**config.mk**
```make
export PLATFORM = sky130hd
export DESIGN_NAME = audio_mixer
export DESIGN_NICKNAME = d
export VERILOG_FILES = /design/src/rtl/audio_mixer.sv
export SDC_FILE = /design/constraint.sdc
export NUM_CORES = 1
export LEC_CHECK = 0
export CAP_MARGIN = 40
export CORE_MARGIN = 2
export CORE_UTILIZATION = 35
export DETAILED_ROUTE_END_ITERATION = 8
export PLACE_DENSITY = 0.51
export SLEW_MARGIN = 20
export SYNTH_ARGS = -nofsm -noshare
export SYNTH_HDL_FRONTEND = slang
export SYNTH_SLANG_ARGS = --single-unit
```
**constraint.sdc**
```tcl
create_clock -name clk_50mhz -period 10.1 [get_ports clk_50mhz]
set_input_delay 2.02 -clock clk_50mhz [delete_from_list [all_inputs] [get_ports clk_50mhz]]
set_output_delay 2.02 -clock clk_50mhz [all_outputs]
set_load 0.01 [all_outputs]
```
**src/rtl/audio_mixer.sv**
```systemverilog
// Stereo voice mixer. Accumulates one channel per clock, applies master volume,
// saturates to 16-bit signed and hands the sample off with a valid/ready handshake.
module audio_mixer #(
    parameter int NUM_CH    = 4,
    parameter int VOL_SHIFT = 6
) (
    input  logic                 clk_50mhz,
    input  logic                 reset,
    input  logic                 sample_tick,
    input  logic [NUM_CH*16-1:0] ch_left_in,
    input  logic [NUM_CH*16-1:0] ch_right_in,
    input  logic [NUM_CH-1:0]    ch_mute,
    input  logic [6:0]           master_vol,
    input  logic                 clear_flags,
    output logic [15:0]          mix_left,
    output logic [15:0]          mix_right,
    output logic                 mix_valid,
    input  logic                 mix_ready,
    output logic                 clip,
    output logic                 overrun
);

    localparam int IDXW = (NUM_CH > 1) ? $clog2(NUM_CH) : 1;
    localparam int ACCW = 16 + $clog2(NUM_CH) + 1;
    localparam int PW   = ACCW + 8;

    localparam logic [6:0]           UNITY   = 7'(2 ** VOL_SHIFT);
    localparam logic [IDXW-1:0]      LAST_CH = IDXW'(NUM_CH - 1);
    localparam logic signed [PW-1:0] SAT_MAX = PW'(32767);
    localparam logic signed [PW-1:0] SAT_MIN = PW'(-32768);

    typedef enum logic [1:0] {
        IDLE,
        ACCUM,
        SCALE,
        OUTPUT
    } state_t;

    state_t                 state_q, state_d;
    logic [IDXW-1:0]        idx_q, idx_d;
    logic signed [ACCW-1:0] acc_l_q, acc_l_d, acc_r_q, acc_r_d;
    logic signed [PW-1:0]   prod_l_q, prod_l_d, prod_r_q, prod_r_d;
    logic                   scale_ph_q, scale_ph_d;
    logic [NUM_CH*16-1:0]   snap_l_q, snap_l_d, snap_r_q, snap_r_d;
    logic [NUM_CH-1:0]      snap_mute_q, snap_mute_d;
    logic [6:0]             vol_q, vol_d;
    logic [15:0]            mix_l_q, mix_l_d, mix_r_q, mix_r_d;
    logic                   valid_q, valid_d;
    logic                   clip_q, clip_d;
    logic                   overrun_q, overrun_d;

    logic                   take_snap;
    logic signed [15:0]     term_l, term_r;
    logic [16:0]            sat_l, sat_r;
    logic [6:0]             vol_clamped;

    // Returns {clipped, value} after the volume shift.
    function automatic logic [16:0] saturate(input logic signed [PW-1:0] p);
        logic signed [PW-1:0] r;
        r = p >>> VOL_SHIFT;
        if (r > SAT_MAX) begin
            return {1'b1, 16'h7FFF};
        end else if (r < SAT_MIN) begin
            return {1'b1, 16'h8000};
        end else begin
            return {1'b0, r[15:0]};
        end
    endfunction

    assign vol_clamped = (master_vol > UNITY) ? UNITY : master_vol;
    assign term_l      = snap_mute_q[idx_q] ? 16'sd0 : $signed(snap_l_q[{idx_q, 4'b0000} +: 16]);
    assign term_r      = snap_mute_q[idx_q] ? 16'sd0 : $signed(snap_r_q[{idx_q, 4'b0000} +: 16]);
    assign sat_l       = saturate(prod_l_q);
    assign sat_r       = saturate(prod_r_q);

    always_comb begin
        state_d     = state_q;
        idx_d       = idx_q;
        acc_l_d     = acc_l_q;
        acc_r_d     = acc_r_q;
        prod_l_d    = prod_l_q;
        prod_r_d    = prod_r_q;
        scale_ph_d  = scale_ph_q;
        snap_l_d    = snap_l_q;
        snap_r_d    = snap_r_q;
        snap_mute_d = snap_mute_q;
        vol_d       = vol_q;
        mix_l_d     = mix_l_q;
        mix_r_d     = mix_r_q;
        valid_d     = valid_q;
        clip_d      = clip_q & ~clear_flags;
        overrun_d   = overrun_q & ~clear_flags;
        take_snap   = 1'b0;

        case (state_q)
            IDLE: begin
                take_snap = sample_tick;
            end
            ACCUM: begin
                if (sample_tick) overrun_d = 1'b1;
                acc_l_d = acc_l_q + ACCW'(term_l);
                acc_r_d = acc_r_q + ACCW'(term_r);
                idx_d   = idx_q + IDXW'(1);
                if (idx_q == LAST_CH) begin
                    state_d    = SCALE;
                    scale_ph_d = 1'b0;
                end
            end
            SCALE: begin
                if (sample_tick) overrun_d = 1'b1;
                // Multiply and saturate are split across two cycles to keep the multiplier off the clamp path.
                if (!scale_ph_q) begin
                    prod_l_d   = PW'(acc_l_q) * PW'($signed({1'b0, vol_q}));
                    prod_r_d   = PW'(acc_r_q) * PW'($signed({1'b0, vol_q}));
                    scale_ph_d = 1'b1;
                end else begin
                    mix_l_d = sat_l[15:0];
                    mix_r_d = sat_r[15:0];
                    valid_d = 1'b1;
                    if (sat_l[16] || sat_r[16]) clip_d = 1'b1;
                    scale_ph_d = 1'b0;
                    state_d    = OUTPUT;
                end
            end
            OUTPUT: begin
                if (mix_ready) begin
                    valid_d   = 1'b0;
                    state_d   = IDLE;
                    take_snap = sample_tick;
                end else if (sample_tick) begin
                    overrun_d = 1'b1;
                end
            end
            default: state_d = IDLE;
        endcase

        if (take_snap) begin
            snap_l_d    = ch_left_in;
            snap_r_d    = ch_right_in;
            snap_mute_d = ch_mute;
            vol_d       = vol_clamped;
            acc_l_d     = '0;
            acc_r_d     = '0;
            idx_d       = '0;
            state_d     = ACCUM;
        end
    end

    always_ff @(posedge clk_50mhz or posedge reset) begin
        if (reset) begin
            state_q     <= IDLE;
            idx_q       <= '0;
            acc_l_q     <= '0;
            acc_r_q     <= '0;
            prod_l_q    <= '0;
            prod_r_q    <= '0;
            scale_ph_q  <= 1'b0;
            snap_l_q    <= '0;
            snap_r_q    <= '0;
            snap_mute_q <= '0;
            vol_q       <= '0;
            mix_l_q     <= '0;
            mix_r_q     <= '0;
            valid_q     <= 1'b0;
            clip_q      <= 1'b0;
            overrun_q   <= 1'b0;
        end else begin
            state_q     <= state_d;
            idx_q       <= idx_d;
            acc_l_q     <= acc_l_d;
            acc_r_q     <= acc_r_d;
            prod_l_q    <= prod_l_d;
            prod_r_q    <= prod_r_d;
            scale_ph_q  <= scale_ph_d;
            snap_l_q    <= snap_l_d;
            snap_r_q    <= snap_r_d;
            snap_mute_q <= snap_mute_d;
            vol_q       <= vol_d;
            mix_l_q     <= mix_l_d;
            mix_r_q     <= mix_r_d;
            valid_q     <= valid_d;
            clip_q      <= clip_d;
            overrun_q   <= overrun_d;
        end
    end

    assign mix_left  = mix_l_q;
    assign mix_right = mix_r_q;
    assign mix_valid = valid_q;
    assign clip      = clip_q;
    assign overrun   = overrun_q;

endmodule

```
# After elaboration in Yosys (flattened, before gate mapping)
# Cells that the tools add are included.
# Widths: inputs -> output; s select.
[totals] reg_bits=271 input_bits=144 output_inout_bits=35 word_cells=89
[classes] addsub=3 multipliers=2 n_lt_le_gt_ge=6 eq_ne=10 shift=2 mux=34 bitwise_logic=4 n_reduce_logical=12
[ops] op="$shiftx 64x7->16" count=2
[ops] op="$mux 19" count=4
[ops] op="$mux 17" count=4
[ops] op="$mul 19x8->27" count=2
[ops] op="$gt 21x16->1 const B" count=2
[ops] op="$lt 21x16->1 const B" count=2
[ops] op="$add 19x16->19" count=2
[ops] op="$mux 16" count=2
[ops] op="$mux 2" count=6
[ops] op="$mux 1" count=11
[ops] op="$ne 3x3->1 const B" count=3
[ops] op="$pmux 1 s2" count=4
[ops] op="$gt 7x7->1 const B" count=1
[ops] op="$mux 7" count=1
[ops] op="$eq 2x2->1 const B" count=3
[ops] op="$ne 2x2->1 const B" count=3
[ops] op="$pmux 2 s3" count=1
[ops] op="$reduce_and 2->1" count=3
[ops] op="$reduce_bool 2->1" count=3
[ops] op="$reduce_and 4->1" count=1
[ops] op="$reduce_bool 4->1" count=1
[ops] op="$lt 2x3->1 const B" count=1
[ops] op="$reduce_and 3->1" count=1
[ops] op="$add 2x1->2 const B" count=1
[ops] op="other kinds (7)" count=9

# Depth between registers and ports, before layout
# Gate-level depths: netlist of the first run.
[logic_depth] word_depth=7 mapped_depth=21 mapped_depth_nobuf=19

# Least setup slack after synthesis of the first run
# Ideal clock, no wire load.
[synth_path] kind="register -> register" start="register vol_q[2]" end="register prod_r_q[25]" setup_time_ns=0.133 arrival_time_ns=4.856 t_required_ns=9.967 setup_slack_ns=5.111 path_stages_with_launch=21 n_path_buf=2 synth_period_minus_slack_ns=4.989 path_cell_list="dfrtp_1 clkbuf_1 clkbuf_1 nand2_1 fa_1 fa_1 inv_1 fa_1 inv_1 fa_1 inv_1 ha_1 a211oi_1 nor2_1 o21ai_0 a21oi_1 nor2_1 o21ai_1 a211oi_1 xor2_1 o21ai_0"
[synth_between] elab_chain_len=1
[synth_lines] item="start, declared" line="46" text="logic [6:0] vol_q, vol_d;"
[synth_lines] item="start signal, assigned" line="178" text="vol_q <= vol_d;"
[synth_lines] item="$mul 19x8->27" line="114" text="prod_r_d = PW'(acc_r_q) * PW'($signed({1'b0, vol_q}));"
[synth_lines] item="end signal, assigned" line="173" text="prod_r_q <= prod_r_d;"
[synth_lines] item="end, declared" line="42" text="logic signed [PW-1:0] prod_l_q, prod_l_d, prod_r_q, prod_r_d;"
# Every way passes these cells.
# A chain may end at the register's enable or synchronous reset.

# Final worst setup path of the first run
[layout_path] start="register vol_q[2]" end="register prod_r_q[20]"
# Same word-level chain as after synthesis.

==> results.ini, run 1 <==
[outcome]
status = finished clean

[sta]
fin_crit_sh_pct = 55.8
max_slew_margin_pct = 48.1
drv_slew = 0
finalSetupTns_ps = 0
hold_violations = 0
grt_setup_unrepaired = no
holdWs_ps = 464
setup_viol = 0
fmax_ghz = 0.177
fin_skew_ps = 27.1
min_period_ps = 5630
worstMarginPinSlew_ps = 778

[route]
drt_wl_total_microns = 53000
via_count = 16000
via_per_inst = 4.78
drtIter0Drc = 701
firstDrtPassIters = 5
routedWlPerCell_microns = 15.8
final_antenna_net_count = 0
drcViolationCount = 0

[critical_path]
r2r-end = prod_r_q[20]$_DFFE_PP0P_
reg2reg_slack_ps = 4470
crit_end = prod_r_q[20]$_DFFE_PP0P_
cp.required_ps = 10510
crit_start = vol_q[2]$_DFFE_PP0P_
r2r_cells = 19
startpoint_type = flop
arrival_ps = 6050
reg2reg_from = vol_q[2]$_DFFE_PP0P_
worstSetupPathType = reg2reg
cp_max_fo = 20
endpoint_kind = flop

[cells_and_area]
n_fill_cell = 6118
seq_area_sq_mm = 0.00648
syn_to_final_growth_pct = 18.0
final_util_pct = 41.7
multi_input_area_sq_mm = 0.0138
final_area_sq_mm = 0.0256
finalNonFillerCells = 3357
nets = 3037
layout-drive-gt1-share_pct = 5.22

[yosys]
synth.area.top_cells = dfrtp_1 (30%), fa_1 (19%), nand2_1 (9.9%)
synthXorXnorAreaFrac_pct = 2.90
synth_common_cells = nand2_1 (572), inv_1 (281), dfrtp_1 (259), and2_1 (217), fa_1 (202)
synth_ff_type = dfrtp_1
yosys.area_share.adder_pct = 27.1
synth_compound_area_share_pct = 7.41
ys_seq_area_share_pct = 29.8
yosysMostFrequentCell = nand2_1
avgSynthCellArea_sq_um = 9.03
synth_edf_count = 0
synth_fp_nets = 2897
syn_area_sq_mm = 0.0217
synth_top_area_share_pct = 29.8
ys_types = 59
muxShareOfSynthArea_pct = 4.54
yosysWarnings = 0
ys_ff_latch = 259
synth_top_family_by_area = adder cells
syn_inst = 2404
async_flop_share_pct = 100
synth.largest_area_cell = dfrtp_1
yosys.area_share.simple_pct = 21.5

[clocking]
root_buffer = clkbuf_16
cts_resized = 0
clk_path_buf_depth = 3
path_clk_slew_ps = 60
htree_num_levels = 2
cts_sinks = 259
clock_latency_ps = 540
hold_buffers = 0
cts_setup_buffers = 0
cts_tree = built
cts_buffers = 34

[grt]
grt_pass1_vias = 16800
grt_pass1_wl_microns = 88100
grt_overflow = 0
grt_util_all_layers_pct = 17.0
grt_max_degree = 115
antenna_found_initial = 4

[floorplan]
initial_core_util_pct = 35.3
die_y_microns = 253
die_w_microns = 253
coreArea_sq_mm = 0.0615
ios = 179
die_area_sq_mm = 0.0641
row_count = 91

[placed_design]
dpl.cell_count = 3296
portBuffers = 178
place_area_sq_mm = 0.0244
gp_congestion = 0.841
place.detailed.hpwl_microns = 39800

[power_and_ir_drop]
p_per_area_mw_per_mm2 = 353
power_leakage_uw = 0.0127
ir_drop_v = 0.000151

[run]
max_cap_viol_count = 0

[worst_hold_path]
min_path_type = reg2reg

-- metal layers --
metal,routed length (microns),track usage (%)
met5,34,0
met4,925,3.62
met3,2620,2.95
met2,22500,25.9
met1,26900,25.2
-- power by group --
group	switching (uW)	leakage [uW]	internal, uW
clock	483	0.000555	766
sequential	420	0.00326	1520
combinational	3300	0.00890	2570
-- area by class of cell --
type                            count  area share (%)
Sequential cell                   259            25.3
Inverter                          282            4.16
Antenna cell                        1         0.00977
Tap cell                          790            3.86
Clock inverter                     11           0.762
Clock buffer                       47            3.71
Timing Repair Buffer              207            8.35
Multi-Input combinational cell   1760            53.9
-- sequential cells by signal (all words and copies together), names as in the netlist --
name         count
snap_l_q        64
snap_r_q        64
prod_l_q        21
prod_r_q        21
acc_l_q         19
acc_r_q         19
mix_left        16
mix_right       16
vol_q            7
snap_mute_q      4
idx_q            2
state_q          2
clip             1
mix_valid        1
overrun          1
scale_ph_q       1
-- worst min path at each step --
stage / startpoint / end / slack (ps) / cells after the start
CTS: vol_q[5]$_DFFE_PP0P_ / vol_q[5]$_DFFE_PP0P_ / 470 / 2
detailed placement: snap_l_q[43]$_DFFE_PP0P_ / snap_l_q[43]$_DFFE_PP0P_ / 460 / 2
floorplan: prod_r_q[17]$_DFFE_PP0P_ / prod_r_q[17]$_DFFE_PP0P_ / 440 / 2
finish: vol_q[5]$_DFFE_PP0P_ / vol_q[5]$_DFFE_PP0P_ / 460 / 2
global route: snap_l_q[43]$_DFFE_PP0P_ / snap_l_q[43]$_DFFE_PP0P_ / 480 / 2
global placement: vol_q[5]$_DFFE_PP0P_ / vol_q[5]$_DFFE_PP0P_ / 450 / 2
-- metrics by stage --
step	total power [uW]	worst slack, ps
after floorplan	6290	953
after global placement	7670	4590
after detailed placement	7870	4480
after CTS	9180	4470
after global routing	10100	4050
final	9050	4470
-- layout by cell type (no fill, tap or decap), types with 4 or more instances in the layout --
| cell | netlist | final |
|---|---|---|
| clkbuf_1 | 89 | 8 |
| clkbuf_8 | 0 | 5 |
| nor4_1 | 4 | 4 |
| nor2b_1 | 43 | 43 |
| nand2b_1 | 13 | 12 |
| nand3b_1 | 8 | 8 |
| mux4_2 | 33 | 33 |
| nor3_1 | 13 | 13 |
| nand4_1 | 9 | 9 |
| o21bai_1 | 6 | 6 |
| and3_1 | 6 | 6 |
| and2_1 | 217 | 217 |
| buf_4 | 0 | 22 |
| o21ai_1 | 5 | 5 |
| o31ai_1 | 6 | 6 |
| mux2i_1 | 22 | 22 |
| xnor2_1 | 45 | 45 |
| dfrtp_1 | 259 | 258 |
| a211oi_1 | 10 | 10 |
| a21o_1 | 13 | 13 |
| nand2_1 | 572 | 571 |
| clkbuf_16 | 0 | 34 |
| nand3_1 | 21 | 21 |
| o21ai_0 | 109 | 109 |
| ha_1 | 147 | 146 |
| xor2_1 | 27 | 27 |
| clkdlybuf4s50_1 | 0 | 178 |
| fa_1 | 202 | 202 |
| o21a_1 | 7 | 7 |
| buf_16 | 0 | 7 |
| bufinv_16 | 0 | 4 |
| a31oi_1 | 6 | 6 |
| or3_1 | 6 | 6 |
| inv_1 | 281 | 280 |
| nor2_1 | 83 | 83 |
| a21oi_1 | 88 | 88 |
-- cell families (layout without fill, tap and decap cells) --
group / after synthesis / in the layout
flops: 259 / 259
xor+xnor: 72 / 72
simple gates: 1008 / 1008
other cells: 0 / 1
mux: 57 / 57
compound gates: 274 / 274
buf+inv: 385 / 547
fa+ha+maj: 349 / 349
-- worst max-delay path, stage by stage, from the launching register on --
cell	delay, ps
dfrtp_1	740
buf_4	360
nand2_1	110
fa_1	530
fa_1	540
inv_1	50
fa_1	470
inv_1	50
fa_1	470
inv_1	40
ha_1	320
a211oi_1	240
nor2_1	100
o21ai_0	320
a21oi_1	160
o21a_1	230
o21a_1	200
o21ai_0	270
mux2i_1	240
nand2_1	60
Power figures use the tool's default switching activity.
==> run 2, diff against run 1 <==
Settings changed: PLACE_DENSITY 0.51 to 0.53.
Clock period 10.1 ns to 4.9 ns, I/O delays scaled along.
==> results.ini, run 2 (synthesis gave the netlist of run 1 again) <==
[grt]
grt_pass1_vias = 17000
grt_pass1_wl_microns = 88300
grt_overflow = 0
grt_util_all_layers_pct = 16.8
grt_max_degree = 96
antenna_found_initial = 5

[critical_path]
cp.required_ps = 5340
reg2reg_from = vol_q[4]$_DFFE_PP0P_
crit_start = vol_q[4]$_DFFE_PP0P_
endpoint_kind = flop
cp_max_fo = 25
worstSetupPathType = reg2reg
startpoint_type = flop
arrival_ps = 5190

[clocking]
cts_sinks = 259
root_buffer = clkbuf_16
clock_latency_ps = 580
hold_buffers = 0
htree_num_levels = 1
clk_path_buf_depth = 3
cts_tree = built
cts_buffers = 30
path_clk_slew_ps = 60

[run]
max_cap_viol_count = 0

[placed_design]
dpl.cell_count = 3369
place_area_sq_mm = 0.0250
portBuffers = 178
gp_congestion = 0.821
place.detailed.hpwl_microns = 41400

[cells_and_area]
final_util_pct = 42.5
finalNonFillerCells = 3425
reg_top3 = snap_l_q (64), snap_r_q (64)
final_common_cell = nand2_1
layout-drive-gt1-share_pct = 8.47
syn_to_final_growth_pct = 20.4
final_area_sq_mm = 0.0262
nets = 3106
final_cell_mix = nand2_1 (571), inv_1 (280), dfrtp_1 (257), and2_1 (216), fa_1 (202)

[route]
drcViolationCount = 0
final_antenna_net_count = 0
via_per_inst = 4.72
drt_wl_total_microns = 52900
drtIter0Drc = 599
via_count = 16200
firstDrtPassIters = 5
routedWlPerCell_microns = 15.4

[sta]
grt_setup_unrepaired = yes
fmax_ghz = 0.211
finalSetupTns_ps = 0
worstMarginPinSlew_ps = 781
drv_slew = 0
fin_skew_ps = 11.5
fin_crit_sh_pct = 96.9
min_period_ps = 4750
setup_viol = 0
hold_violations = 0
max_slew_margin_pct = 47.9

[floorplan]
die_w_microns = 253
die_y_microns = 253
ios = 179
coreArea_sq_mm = 0.0615
die_area_sq_mm = 0.0641
row_count = 91
initial_core_util_pct = 35.3

[power_and_ir_drop]
p_per_area_mw_per_mm2 = 730
ir_drop_v = 0.000317
power_leakage_uw = 0.0130
p_total_uw = 19100

[worst_hold_path]
worstHoldStart = snap_r_q[43]$_DFFE_PP0P_
min_path_type = reg2reg

[outcome]
status = finished clean

[run 2: cell types whose count changed in the layout (fill, tap and decap cells not counted), sizes merged]
cell,delta
inv,-4
buf,+73
clkinvlp,+2
bufinv,-3
clkbuf,-2
clkinv,+2
[run 2: through the flow]
step           setup slack, ps  hold slack, ps
3_5_place_dp             -10.6             459
2_1_floorplan             7.70             439
6_report                   151             468
3_3_place_gp              76.7             454
5_1_grt                  -34.5             486
4_1_cts                   3.48             474
[run 2: path summary, 6_finish.rpt]
kind                                       endpoint  slack (ps)  cells past startpoint
max                        prod_l_q[21]$_DFFE_PP0P_         150                     17
min                        snap_r_q[43]$_DFFE_PP0P_         470                      2
max reg2reg                prod_l_q[21]$_DFFE_PP0P_         150                     17
min reg2reg                snap_r_q[43]$_DFFE_PP0P_         470                      2
max in group asynchronous    acc_r_q[0]$_DFFE_PP0P_        3170                      4
min in group asynchronous  snap_l_q[41]$_DFFE_PP0P_         720                      2
[run 2: layout make-up]
type | count | area (sq um)
multi-input cells | 1760 | 13900
clock inverters | 8 | 73.8
clock buffers | 45 | 888
fillers | 6093 | 35300
inverters | 282 | 1060
diodes | 1 | 2.50
well taps | 790 | 988
repair buffers | 280 | 2730
flip-flops and latches | 259 | 6480
[run 2: routing by layer]
metal / up-vias / part of all wire [%] / global-route usage, %
met4: 8 / 1.2 / 2.69
li1: 8031 / - / -
met3: 52 / 5.0 / 3.11
met1: 7802 / 51 / 25.1
met2: 279 / 43 / 25.8
met5: - / 0.10 / 0
[run 2: report_power, final]
| part | switching [uW] | internal (uW) | leakage, uW | total [uW] |
|---|---|---|---|---|
| registers | 759 | 3140 | 0.00326 | 3890 |
| clock network | 888 | 1290 | 0.000469 | 2180 |
| logic | 7110 | 5900 | 0.00927 | 13000 |
[run 2: repair_timing]
| action | CTS | global route |
|---|---|---|
| setup buffers | 0 | 1 |
| endpoints found under the setup margin | 1 | 24 |
| resized for setup | 1 | 30 |
| pin swaps | 0 | 4 |
[run 2: critical path, stage by stage, from the launching register on]
cell      delay, ps
dfrtp_1         390
buf_12          170
and2_4          170
fa_1            560
fa_1            440
fa_1            540
inv_1            50
fa_1            530
inv_1            70
ha_4            280
and3_1          160
a31oi_2         110
o21a_1          240
o31ai_4         280
a211oi_2        130
o31ai_2         260
xnor2_1         160
o21ai_1          70
==> run 3, diff against run 2 <==
Settings changed: ABC_CLOCK_PERIOD_IN_PS set to 4900.
==> results of run 3 <==
No change in the layout: final DEF, timing and power equal those of run 2.
